## config.mk

```make
export PLATFORM = sky130hd
export DESIGN_NAME = wptr_sync_r
export DESIGN_NICKNAME = d
export VERILOG_FILES = /design/src/rtl/fifo_async_pkg.sv /design/src/rtl/sync_ff_chain.sv /design/src/rtl/wptr_sync_r.sv
export SDC_FILE = /design/constraint.sdc
export NUM_CORES = 1
export LEC_CHECK = 0
export CORE_UTILIZATION = 51
export CTS_BUF_LIST = sky130_fd_sc_hd__clkbuf_4 sky130_fd_sc_hd__clkbuf_8
export DETAILED_ROUTE_END_ITERATION = 10
export GPL_TIMING_DRIVEN = 0
export PLACE_DENSITY = 0.9
export SYNTH_ARGS = -nofsm -noshare
export SYNTH_HDL_FRONTEND = slang
export SYNTH_SLANG_ARGS = --single-unit
```

## constraint.sdc

```tcl
create_clock -name clk_r -period 5.7 [get_ports clk_r]
set_input_delay 1.14 -clock clk_r [delete_from_list [all_inputs] [get_ports clk_r]]
set_output_delay 1.14 -clock clk_r [all_outputs]
set_load 0.02 [all_outputs]
```

## src/rtl/fifo_async_pkg.sv

```systemverilog
// Shared helpers for the asynchronous FIFO pointer-crossing logic.
// Holds the pointer width helper and width-generic gray/binary conversions.
// The conversions work on a MAX_PW-bit container. Narrower pointers are
// zero-extended into it. Zero upper bits have no effect on either direction
// of the conversion, so one function serves every pointer width.
package fifo_async_pkg;

    // Widest pointer that the conversion helpers accept.
    localparam int MAX_PW = 32;

    // Pointer width for a FIFO of the given depth.
    // The extra MSB is the lap bit that separates full from empty.
    function automatic int ptr_width(input int depth);
        return $clog2(depth) + 1;
    endfunction

    // Binary to reflected gray code.
    function automatic logic [MAX_PW-1:0] bin2gray(input logic [MAX_PW-1:0] b);
        return b ^ (b >> 1);
    endfunction

    // Gray to binary.
    // Binary bit i is the XOR of all gray bits at position i and above.
    function automatic logic [MAX_PW-1:0] gray2bin(input logic [MAX_PW-1:0] g);
        logic [MAX_PW-1:0] b;
        b = '0;
        for (int i = 0; i < MAX_PW; i++) begin
            b[i] = ^(g >> i);
        end
        return b;
    endfunction

endpackage

```

## src/rtl/sync_ff_chain.sv

```systemverilog
// Plain multi-flop vector synchroniser.
// It has no logic between stages, so each stage gets a full clock period to
// resolve metastability. Only gray-coded or otherwise single-bit-change
// buses may pass through it. The ASYNC_REG attribute keeps the stages packed
// together and prevents retiming across them.
module sync_ff_chain #(
    parameter int W      = 1,
    parameter int STAGES = 2
) (
    input  logic         clk,
    input  logic         rst_n,
    input  logic [W-1:0] d,
    output logic [W-1:0] q
);

    (* ASYNC_REG = "TRUE" *) logic [W-1:0] stage_reg [STAGES];

    // Shift the captured value one stage per clock. The reset is asynchronous.
    always_ff @(posedge clk or negedge rst_n) begin
        if (!rst_n) begin
            for (int i = 0; i < STAGES; i++) begin
                stage_reg[i] <= '0;
            end
        end else begin
            stage_reg[0] <= d;
            for (int i = 1; i < STAGES; i++) begin
                stage_reg[i] <= stage_reg[i-1];
            end
        end
    end

    assign q = stage_reg[STAGES-1];

endmodule

```

## src/rtl/wptr_sync_r.sv

```systemverilog
// Read-domain receiver for the async FIFO write pointer.
// The gray write pointer from clk_w passes through a SYNC_STAGES flop chain.
// It is then decoded to binary in a register, with no combinational path from
// wptr_gray_w. The block derives a write-advance pulse, the read-side fill
// level and an almost_empty flag.
// Optional macro WPTR_SYNC_CHECK_EN adds a sticky sync_err flag. The flag is
// set when the fill level exceeds depth. Without the macro, sync_err is tied 0.
module wptr_sync_r
    import fifo_async_pkg::*;
#(
    parameter  int depth       = 1024,
    parameter  int SYNC_STAGES = 2,
    parameter  int AE_THRESH   = 1,
    localparam int PW          = ptr_width(depth)
) (
    input  logic          clk_r,
    input  logic          rst_r_gen,
    input  logic [PW-1:0] wptr_gray_w,
    input  logic [PW-1:0] rptr,
    output logic [PW-1:0] wptr_gray_sync,
    output logic [PW-1:0] wptr_bin_sync,
    output logic          wptr_adv,
    output logic [PW-1:0] rd_level,
    output logic          almost_empty,
    output logic          sync_err
);

    // Threshold and legal-range limits at pointer width.
    // depth is a power of two, so it fits in PW bits.
    localparam logic [PW-1:0] AE_LIMIT    = PW'(AE_THRESH);
    localparam logic [PW-1:0] LEVEL_LIMIT = PW'(depth);

    logic [PW-1:0] wptr_gray_sync_w;
    logic [PW-1:0] wptr_bin_next;
    logic [PW-1:0] wptr_bin_sync_reg;
    logic          wptr_adv_reg;
    logic          wptr_adv_next;

    // Clock-domain crossing of the gray pointer.
    sync_ff_chain #(
        .W      (PW),
        .STAGES (SYNC_STAGES)
    ) u_sync (
        .clk   (clk_r),
        .rst_n (rst_r_gen),
        .d     (wptr_gray_w),
        .q     (wptr_gray_sync_w)
    );

    assign wptr_gray_sync = wptr_gray_sync_w;

    // Gray to binary decode, one XOR-reduction per bit.
    // This computes the same result as gray2bin() without widening to MAX_PW.
    for (genvar gi = 0; gi < PW; gi++) begin : g_decode
        assign wptr_bin_next[gi] = ^(wptr_gray_sync_w >> gi);
    end

    // A change of the decoded value, by any step size, gives one pulse.
    assign wptr_adv_next = (wptr_bin_next != wptr_bin_sync_reg);

    // Register the decoded pointer and the advance pulse.
    always_ff @(posedge clk_r or negedge rst_r_gen) begin
        if (!rst_r_gen) begin
            wptr_bin_sync_reg <= '0;
            wptr_adv_reg      <= 1'b0;
        end else begin
            wptr_bin_sync_reg <= wptr_bin_next;
            wptr_adv_reg      <= wptr_adv_next;
        end
    end

    assign wptr_bin_sync = wptr_bin_sync_reg;
    assign wptr_adv      = wptr_adv_reg;

    // Modulo-2^PW subtraction. The lap bit makes the wrap work without a special case.
    assign rd_level     = wptr_bin_sync_reg - rptr;
    assign almost_empty = (rd_level <= AE_LIMIT);

`ifdef WPTR_SYNC_CHECK_EN
    logic sync_err_reg;

    // Sticky flag. A level above depth means overflow or a corrupted pointer.
    always_ff @(posedge clk_r or negedge rst_r_gen) begin
        if (!rst_r_gen) begin
            sync_err_reg <= 1'b0;
        end else if (rd_level > LEVEL_LIMIT) begin
            sync_err_reg <= 1'b1;
        end
    end

    assign sync_err = sync_err_reg;
`else
    assign sync_err = 1'b0;
`endif

endmodule

```

# Word level (Yosys, flattened, before mapping)

Cells that the tools add are included.

Reductions and logical operators: 11
Equal/unequal tests: 1
Add/sub/neg operators: 1
$lt $le $gt $ge: 1

Operators by type and width:

| kind                | count |
|---|---|
| $reduce_xor 11->1   | 11 |
| $le 11x1->1 const B | 1 |
| $ne 11x11->1        | 1 |
| $sub 11x11->11      | 1 |

Output and inout port bits: 36
Logic and storage cells: 18
Bits of input ports: 24
Register bits after elaboration: 34

# Longest topological paths before layout

Gate-level depths: netlist (run 1).

Depth after elaboration: 2
Gate-level depth with buffers: 10
Depth with buffers taken out: 10

# Modules after synthesis

A second synthesis (run 1) with hierarchy kept.

Cells, all modules: 165
Area total of the unflattened synthesis: 1844.3 um^2

By module, submodules not included:

| module        | times used | area an instance (um^2) | cells an instance | seq. area each (um^2) |
|---|---|---|---|---|
| wptr_sync_r   | 1          | 1211.2                  | 132               | 300.3 |
| sync_ff_chain | 1          | 633.1                   | 33                | 550.5 |

# Least setup slack after synthesis (run 1)

Ideal clock, no wire load.

Kind: input to output
From: in rptr[0]
To: out almost_empty
Required time: 4.560 ns
Path buffers: 0
Arrival time: 3.435 ns
Path slack: 1.125 ns
Cell stages on the path: 9
Cell sequence: ha_1 -> inv_1 -> fa_1 -> a211oi_1 -> nor3_1 -> a211o_1 -> nand4_1 -> nand3_1 -> nor4_1

Longest elaborated chain between the ends: 2

RTL lines:

| element                | line              | source |
|---|---|---|
| start: declaration     | wptr_sync_r.sv:19 | `input logic [PW-1:0] rptr,` |
| $sub 11x11->11         | wptr_sync_r.sv:76 | `assign rd_level = wptr_bin_sync_reg - rptr;` |
| named net rd_level[10] | wptr_sync_r.sv:23 | `output logic [PW-1:0] rd_level,` |
| $le 11x1->1            | wptr_sync_r.sv:77 | `assign almost_empty = (rd_level <= AE_LIMIT);` |
| end: declaration       | wptr_sync_r.sv:24 | `output logic almost_empty,` |

The timed path passes the listed nets, and every way through them passes these cells.

# Worst setup path in the final report (run 1)

From: in rptr[0]
To: out almost_empty

Longest elaborated chain between the ends: 2

RTL lines:

| element        | line |
|---|---|
| $sub 11x11->11 | wptr_sync_r.sv:76 |
| $le 11x1->1    | wptr_sync_r.sv:77 |

Every way passes these cells.

==> flow_summary.html, run 1 <==
<table>
<tr><th>Metric</th><th>Value</th></tr>
<tr><th colspan="2">Run status</th></tr>
<tr><td>Status</td><td>finished, final reports clean</td></tr>
<tr><th colspan="2">Floorplanning</th></tr>
<tr><td>Top-level port count</td><td>60</td></tr>
<tr><td>Die Footprint</td><td>3870 µm²</td></tr>
<tr><td>Number of core rows</td><td>21</td></tr>
<tr><td>X dimension of the die</td><td>62.2 µm</td></tr>
<tr><td>Die Ht</td><td>62.2 µm</td></tr>
<tr><td>Initial core utilization</td><td>54.5%</td></tr>
<tr><td>Placeable core area</td><td>3390 µm²</td></tr>
<tr><th colspan="2">STA</th></tr>
<tr><td>Slew Viols, Final</td><td>0</td></tr>
<tr><td>Setup clock skew after layout</td><td>10.4 ps</td></tr>
<tr><td>Sum Neg Setup Slack</td><td>0 ps</td></tr>
<tr><td>Final Cycle Share</td><td>92.8%</td></tr>
<tr><td>Transition time at the pin with the least slew margin</td><td>689 ps</td></tr>
<tr><td>Unrepaired setup endpoints after global routing</td><td>false</td></tr>
<tr><td>Final Hold Viols</td><td>0</td></tr>
<tr><td>Finish-stage setup viols</td><td>0</td></tr>
<tr><td>Maximum clock frequency</td><td>189 MHz</td></tr>
<tr><td>Hold_ws</td><td>353 ps</td></tr>
<tr><td>Worst-case headroom to the max-slew limit</td><td>54.1%</td></tr>
<tr><td>Min cycle time layout</td><td>5290 ps</td></tr>
<tr><th colspan="2">Power and ir drop</th></tr>
<tr><td>Switching share of power</td><td>39.5%</td></tr>
<tr><td>Pwr per Cell Area</td><td>402 nW/µm²</td></tr>
<tr><td>Power Internal</td><td>0.616 mW</td></tr>
<tr><td>Net switching component of the power</td><td>0.402 mW</td></tr>
<tr><td>Standby leakage power</td><td>1.13 nW</td></tr>
<tr><td>Clock network fraction of design power</td><td>11.9%</td></tr>
<tr><td>VDD IR max</td><td>0.270 mV</td></tr>
<tr><td>Proportion of power drawn by flip-flops and latches</td><td>30.5%</td></tr>
<tr><td>Part of the power in combinational logic</td><td>57.6%</td></tr>
<tr><th colspan="2">Finish</th></tr>
<tr><td>Number of nets in the final layout</td><td>266</td></tr>
<tr><td>Finished Layout Cells</td><td>276</td></tr>
<tr><td>Highest-count cells in the layout ignoring fill and taps</td><td>sky130_fd_sc_hd__clkdlybuf4s50_1, sky130_fd_sc_hd__dfrtp_1, sky130_fd_sc_hd__inv_1</td></tr>
<tr><td>Multi-input logic area</td><td>842 µm²</td></tr>
<tr><td>Final core utilization</td><td>74.7%</td></tr>
<tr><td>Design Area, Final</td><td>2530 µm²</td></tr>
<tr><td>Filler Cell Count</td><td>231</td></tr>
<tr><td>Most common cell after layout, fill and taps aside</td><td>sky130_fd_sc_hd__clkdlybuf4s50_1</td></tr>
<tr><td>Fraction of final layout cells with drive strength greater than 1</td><td>11.7%</td></tr>
<tr><td>Register area</td><td>851 µm²</td></tr>
<tr><td>Area growth from synthesis to final layout</td><td>37.1%</td></tr>
<tr><td>Number of diodes added for antenna fixing</td><td>0</td></tr>
<tr><th colspan="2">Synth</th></tr>
<tr><td>Net count of the mapped netlist</td><td>201</td></tr>
<tr><td>Most frequently used flop master after synthesis</td><td>sky130_fd_sc_hd__dfrtp_1</td></tr>
<tr><td>Synthesis Warnings</td><td>0</td></tr>
<tr><td>Syn Std Cell Area</td><td>1850 µm²</td></tr>
<tr><td>Yosys reg bits</td><td>34</td></tr>
<tr><td>Share of synthesized registers carrying an async set or reset</td><td>100%</td></tr>
<tr><td>Count of distinct cell types in the synthesized netlist</td><td>39</td></tr>
<tr><td>Post-synth EDFFs</td><td>0</td></tr>
<tr><td>Synth Instances</td><td>166</td></tr>
<tr><td>Syn avg cell area</td><td>11.1 µm²</td></tr>
<tr><td>Share of the yosys chip area belonging to registers</td><td>46.1%</td></tr>
<tr><th colspan="2">Clock network</th></tr>
<tr><td>Master cell of the clock root buffer</td><td>sky130_fd_sc_hd__clkbuf_4</td></tr>
<tr><td>Max H-tree Level</td><td>2</td></tr>
<tr><td>Clock slew at the register clock pins of the worst setup and hold paths</td><td>90 ps</td></tr>
<tr><td>Deepest clock path buffer count</td><td>2</td></tr>
<tr><td>Hold-fix buffers, CTS</td><td>0</td></tr>
<tr><td>Clock sinks</td><td>34</td></tr>
<tr><td>CTS Buf Count</td><td>5</td></tr>
<tr><td>TritonCTS clock tree</td><td>built</td></tr>
<tr><td>Count of instances resized after the clock tree is built</td><td>0</td></tr>
<tr><td>Clock network latency to the later pin of the worst-skew pair</td><td>320 ps</td></tr>
<tr><td>Number of buffers inserted by post-CTS setup repair</td><td>0</td></tr>
<tr><th colspan="2">Place</th></tr>
<tr><td>Quantity of I/O buffers inserted on ports</td><td>58</td></tr>
<tr><td>Final weighted congestion of routability-driven global placement</td><td>0.803</td></tr>
<tr><td># placed instances</td><td>270</td></tr>
<tr><td>Placed wire-length estimate</td><td>2730 µm</td></tr>
<tr><td>Placed inst area</td><td>2480 µm²</td></tr>
<tr><th colspan="2">Route</th></tr>
<tr><td>Detail-routed net length per standard cell</td><td>12.3 µm</td></tr>
<tr><td>Vias post-DR</td><td>1426</td></tr>
<tr><td>Remaining antenna violation count</td><td>0</td></tr>
<tr><td>Wire length after detailed routing</td><td>3390 µm</td></tr>
<tr><td>DR DRC count</td><td>0</td></tr>
<tr><td>1st-pass router iterations</td><td>4</td></tr>
<tr><td>Post-DR vias/cell</td><td>5.17</td></tr>
<tr><td>1st-iter DRT viols</td><td>41</td></tr>
<tr><th colspan="2">Flow run</th></tr>
<tr><td>Max-capacitance violation count</td><td>0</td></tr>
<tr><th colspan="2">Critical path</th></tr>
<tr><td>Worst Setup End Kind</td><td>primary output</td></tr>
<tr><td>Critical path class</td><td>primary input to primary output</td></tr>
<tr><td>Startpoint Class</td><td>primary input</td></tr>
<tr><td>Largest fanout on the critical path</td><td>3</td></tr>
<tr><td>Data arrival time of the critical path</td><td>4150 ps</td></tr>
<tr><td>Required time of the worst setup path</td><td>4560 ps</td></tr>
<tr><th colspan="2">GRT</th></tr>
<tr><td>Number of global-route vias before repair</td><td>1299</td></tr>
<tr><td>Global router's overall resource usage</td><td>18.8%</td></tr>
<tr><td>Wire length of the first global-routing pass</td><td>5620 µm</td></tr>
<tr><td>GRT overflow</td><td>0</td></tr>
<tr><td>Largest net degree at the start of global routing</td><td>35</td></tr>
<tr><td>Initial antenna violation count</td><td>0</td></tr>
<tr><th colspan="2">Worst hold path</th></tr>
<tr><td>Type of the most critical hold path</td><td>register to register</td></tr>
</table>
[logic make-up after synthesis]
logic type | share of synthesized area (%)
AOI/OAI and AO/OA | 11.5
xor gates and xnor gates | 15.8
adders and majority gates | 7.86
buffers and inverters | 8.33
DFF | 46.1
muxes | 0.542
other | 0.203
and+or+nand+nor | 9.69
[cell type report]
type                    count  share of cell area, %
repair buffers             58                   22.7
plain buffers              12                   3.56
flip-flops and latches     34                   33.6
well taps                  46                   2.27
clock buffers               6                   2.03
inverters                  17                   2.52
multi-input cells         103                   33.3
[per-layer routing]
metal	up-vias	global-route usage (%)	part of all wire (%)
li1	697	-	-
met1	676	20.2	40
met2	47	34.3	54
met3	6	5.88	5.3
met4	0	6.98	1.4
met5	-	0	0
[power groups by stage]
stage / clock, mW / combinational (mW) / sequential (mW)
floorplan: 0 / 0.339 / 0.336
global placement: 0 / 0.575 / 0.314
detailed placement: 0 / 0.588 / 0.316
global route: 0.141 / 0.633 / 0.316
finish: 0.121 / 0.587 / 0.310
CTS: 0.126 / 0.590 / 0.311
[per-stage QoR]
step           worst slack (ps)  power [mW]
2_1_floorplan              1120       0.675
3_3_place_gp                443       0.889
3_5_place_dp                375       0.904
4_1_cts                     381        1.03
5_1_grt                     184        1.09
6_report                    408        1.02
[final timing paths]
kind	startpoint	end	slack, ps	cells past startpoint
max	rptr[0]	almost_empty	410	11
min	u_sync.stage_reg[16]	u_sync.q[5]	350	0
min reg2reg	u_sync.stage_reg[16]	u_sync.q[5]	350	0
max in group asynchronous	rst_r_gen	u_sync.q[0]	4400	1
max reg2reg	u_sync.q[10]	wptr_adv	3360	6
min in group asynchronous	rst_r_gen	wptr_bin_sync[7]	850	1
[cell usage after synthesis, drive strengths merged (2+ instances only)]
master / instances / area [µm²]
dfrtp: 34 / 851
nand4: 2 / 12.5
o21ai: 5 / 25.0
nor4: 3 / 18.8
nor4b: 2 / 17.5
inv: 17 / 63.8
ha: 10 / 125
xnor2: 15 / 146
nor2: 4 / 15.0
xor2: 11 / 96.3
nor3: 2 / 10.0
a21oi: 10 / 50.1
buf: 12 / 90.1
o31a: 2 / 17.5
a211o: 2 / 17.5
a21o: 4 / 30.0
nand3: 6 / 30.0
a211oi: 3 / 22.5
or3: 4 / 27.5
[worst max-delay path: stages]
cell	delay (ps)
sky130_fd_sc_hd__clkdlybuf4s50_1	460
sky130_fd_sc_hd__ha_1	160
sky130_fd_sc_hd__inv_1	50
sky130_fd_sc_hd__fa_1	420
sky130_fd_sc_hd__a211oi_1	320
sky130_fd_sc_hd__nor3_1	110
sky130_fd_sc_hd__a211o_1	330
sky130_fd_sc_hd__xnor2_1	210
sky130_fd_sc_hd__o2111ai_1	140
sky130_fd_sc_hd__nor4_1	180
sky130_fd_sc_hd__clkdlybuf4s50_1	650
Note: power is estimated with default switching activity, not from simulation.
==> inputs of run 2 (changes only) <==
Settings changed: CORE_UTILIZATION 51 to 45, PLACE_DENSITY 0.9 to 0.81.
==> run 2 against run 1 <==
Against the previous run:
- via count down 1.9%
- critical path depth did not move
- non-clock buffer count did not move
- final cell count rose by 1.4%
- sequential share of layout area is 0.60 points lower
- cell area grew 1.8%
- worst hold slack worse by 11 ps
- first-iteration DRC count increased by 29%
==> flow_summary.html, run 2 (synthesized netlist as in run 1, its figures left out) <==
<table>
<tr><th>Metric</th><th>Value</th></tr>
<tr><th colspan="2">STA</th></tr>
<tr><td>Final Hold Viols</td><td>0 (unchanged)</td></tr>
<tr><td>Slew Viols, Final</td><td>0 (unchanged)</td></tr>
<tr><td>Transition time at the pin with the least slew margin</td><td>700 ps (+11.6 ps)</td></tr>
<tr><td>Min cycle time layout</td><td>5300 ps (+7.37 ps)</td></tr>
<tr><td>Sum Neg Setup Slack</td><td>0 ps (unchanged)</td></tr>
<tr><td>Unrepaired setup endpoints after global routing</td><td>false</td></tr>
<tr><td>Worst-case headroom to the max-slew limit</td><td>53.3% (-0.78 points)</td></tr>
<tr><td>Maximum clock frequency</td><td>189 MHz (-0.14%)</td></tr>
<tr><td>Setup clock skew after layout</td><td>5.70 ps (-4.68 ps)</td></tr>
<tr><td>Finish-stage setup viols</td><td>0 (unchanged)</td></tr>
<tr><td>Final Cycle Share</td><td>93.0% (+0.13 points)</td></tr>
<tr><td>Worst-case setup margin in the final layout</td><td>401 ps (-7.37 ps)</td></tr>
<tr><th colspan="2">Clock network</th></tr>
<tr><td>Clock sinks</td><td>34 (unchanged)</td></tr>
<tr><td>Deepest clock path buffer count</td><td>2 (unchanged)</td></tr>
<tr><td>Max H-tree Level</td><td>2 (unchanged)</td></tr>
<tr><td>Count of instances resized after the clock tree is built</td><td>0 (unchanged)</td></tr>
<tr><td>Number of buffers inserted by post-CTS setup repair</td><td>0 (unchanged)</td></tr>
<tr><td>CTS Buf Count</td><td>5 (unchanged)</td></tr>
<tr><td>TritonCTS clock tree</td><td>built</td></tr>
<tr><td>Hold-fix buffers, CTS</td><td>0 (unchanged)</td></tr>
<tr><td>Clock network latency to the later pin of the worst-skew pair</td><td>280 ps (-40 ps)</td></tr>
<tr><td>Master cell of the clock root buffer</td><td>sky130_fd_sc_hd__clkbuf_8</td></tr>
<tr><td>Clock slew at the register clock pins of the worst setup and hold paths</td><td>70 ps (-20 ps)</td></tr>
<tr><th colspan="2">Flow run</th></tr>
<tr><td>Max-capacitance violation count</td><td>0 (unchanged)</td></tr>
<tr><th colspan="2">Finish</th></tr>
<tr><td>Filler Cell Count</td><td>320 (+39%)</td></tr>
<tr><td>Area growth from synthesis to final layout</td><td>39.6%</td></tr>
<tr><td>Number of diodes added for antenna fixing</td><td>0 (unchanged)</td></tr>
<tr><td>Most common cell after layout, fill and taps aside</td><td>sky130_fd_sc_hd__clkdlybuf4s50_1</td></tr>
<tr><td>Fraction of final layout cells with drive strength greater than 1</td><td>12.5% (+0.76 points)</td></tr>
<tr><td>Number of nets in the final layout</td><td>266 (unchanged)</td></tr>
<tr><td>Final core utilization</td><td>67.9% (-6.8 points)</td></tr>
<tr><td>Finished Layout Cells</td><td>280 (+1.4%)</td></tr>
<tr><td>Highest-count cells in the layout ignoring fill and taps</td><td>sky130_fd_sc_hd__clkdlybuf4s50_1, sky130_fd_sc_hd__dfrtp_1, sky130_fd_sc_hd__inv_1</td></tr>
<tr><th colspan="2">Route</th></tr>
<tr><td>DR DRC count</td><td>0 (unchanged)</td></tr>
<tr><td>Post-DR vias/cell</td><td>5.00 (-3.3%)</td></tr>
<tr><td>Wire length after detailed routing</td><td>3240 µm (-4.4%)</td></tr>
<tr><td>1st-pass router iterations</td><td>4 (unchanged)</td></tr>
<tr><td>Detail-routed net length per standard cell</td><td>11.6 µm (-5.8%)</td></tr>
<tr><td>1st-iter DRT viols</td><td>53 (+29%)</td></tr>
<tr><td>Vias post-DR</td><td>1399 (-1.9%)</td></tr>
<tr><td>Remaining antenna violation count</td><td>0 (unchanged)</td></tr>
<tr><th colspan="2">Floorplanning</th></tr>
<tr><td>Top-level port count</td><td>60 (unchanged)</td></tr>
<tr><td>Die Footprint</td><td>4360 µm² (+13%)</td></tr>
<tr><td>Placeable core area</td><td>3800 µm² (+12%)</td></tr>
<tr><td>Initial core utilization</td><td>48.6% (-5.9 points)</td></tr>
<tr><td>Die Ht</td><td>66.1 µm (+6.2%)</td></tr>
<tr><td>X dimension of the die</td><td>66.1 µm (+6.2%)</td></tr>
<tr><td>Number of core rows</td><td>22 (+4.8%)</td></tr>
<tr><th colspan="2">Power and ir drop</th></tr>
<tr><td>Overall power</td><td>1.08 mW (+5.7%)</td></tr>
<tr><td>Standby leakage power</td><td>1.15 nW (+1.9%)</td></tr>
<tr><td>Pwr per Cell Area</td><td>418 nW/µm² (+3.8%)</td></tr>
<tr><td>VDD IR max</td><td>0.243 mV (-10%)</td></tr>
<tr><th colspan="2">Critical path</th></tr>
<tr><td>Data arrival time of the critical path</td><td>4160 ps (about the same)</td></tr>
<tr><td>Critical path class</td><td>primary input to primary output</td></tr>
<tr><td>Largest fanout on the critical path</td><td>3 (unchanged)</td></tr>
<tr><td>Worst Setup End Kind</td><td>primary output</td></tr>
<tr><td>Required time of the worst setup path</td><td>4560 ps (about the same)</td></tr>
<tr><td>Startpoint Class</td><td>primary input</td></tr>
<tr><th colspan="2">Place</th></tr>
<tr><td>Pre-CTS setup slack</td><td>397 ps (+21.6 ps)</td></tr>
<tr><td>Placed wire-length estimate</td><td>2630 µm (-3.5%)</td></tr>
<tr><td># placed instances</td><td>272 (+0.74%)</td></tr>
<tr><td>Quantity of I/O buffers inserted on ports</td><td>58 (unchanged)</td></tr>
<tr><td>Final weighted congestion of routability-driven global placement</td><td>0.813 (+1.3%)</td></tr>
<tr><th colspan="2">Worst hold path</th></tr>
<tr><td>Type of the most critical hold path</td><td>register to register</td></tr>
<tr><th colspan="2">GRT</th></tr>
<tr><td>Global router's overall resource usage</td><td>15.9% (-2.9 points)</td></tr>
<tr><td>Number of global-route vias before repair</td><td>1281 (-1.4%)</td></tr>
<tr><td>Largest net degree at the start of global routing</td><td>35 (unchanged)</td></tr>
<tr><td>GRT overflow</td><td>0 (unchanged)</td></tr>
<tr><td>Initial antenna violation count</td><td>0 (unchanged)</td></tr>
<tr><td>Wire length of the first global-routing pass</td><td>5180 µm (-7.7%)</td></tr>
<tr><th colspan="2">Run status</th></tr>
<tr><td>Status</td><td>finished, final reports clean</td></tr>
</table>
-- run 2: cell types whose count changed in the layout (fill, tap and decap cells not counted), sizes merged --
cell,change
clkinv,+1
clkbuf,+1
-- run 2: path summary, 6_finish.rpt --
path | start | end | slack [ps] | cells after the start
setup / recovery | rptr[0] | almost_empty | 400 | 11
hold / removal | u_sync.stage_reg[21] | u_sync.q[10] | 340 | 0
setup reg to reg | u_sync.q[10] | wptr_adv | 3360 | 6
hold reg to reg | u_sync.stage_reg[21] | u_sync.q[10] | 340 | 0
max in group asynchronous | rst_r_gen | u_sync.q[0] | 4340 | 1
min in group asynchronous | rst_r_gen | u_sync.q[9] | 910 | 1
-- run 2: critical path, stage by stage --
cell	delay [ps]
sky130_fd_sc_hd__clkdlybuf4s50_1	460
sky130_fd_sc_hd__ha_1	170
sky130_fd_sc_hd__inv_1	50
sky130_fd_sc_hd__fa_1	420
sky130_fd_sc_hd__a211oi_1	310
sky130_fd_sc_hd__nor3_1	100
sky130_fd_sc_hd__a211o_1	330
sky130_fd_sc_hd__xnor2_1	210
sky130_fd_sc_hd__o2111ai_1	140
sky130_fd_sc_hd__nor4_1	180
sky130_fd_sc_hd__clkdlybuf4s50_1	640
-- run 2: power by group --
part | internal [mW] | leakage (nW) | switching (mW) | total (mW)
logic | 0.288 | 0.706 | 0.298 | 0.586
registers | 0.273 | 0.393 | 0.0368 | 0.310
clock network | 0.102 | 0.0517 | 0.0788 | 0.181
-- run 2: final cells by class --
type	instances	area (µm²)	share of cell area [%]
well taps	48	60.1	2.33
clock buffers	7	90.1	3.50
clock inverters	1	5.00	0.194
inverters	17	63.8	2.48
flip-flops and latches	34	851	33.0
plain buffers	12	90.1	3.50
multi-input cells	103	842	32.7
repair buffers	58	576	22.3
-- run 2: metrics by stage --
stage / hold slack (ps) / cell area (µm²)
after global placement: 331 / 2490
after global routing: 351 / 2580
after CTS: 345 / 2580
final: 342 / 2580
after floorplan: 331 / 1850
after detailed placement: 335 / 2480
-- run 2: routing by layer --
| metal | track usage (%) | part of all wire (%) | routed length (µm) |
|---|---|---|---|
| met1 | 17.5 | 43 | 1390 |
| met2 | 29.0 | 50 | 1620 |
| met3 | 5.00 | 5.9 | 190 |
| met4 | 5.05 | 1.1 | 35 |
| met5 | 0 | 0 | 0 |
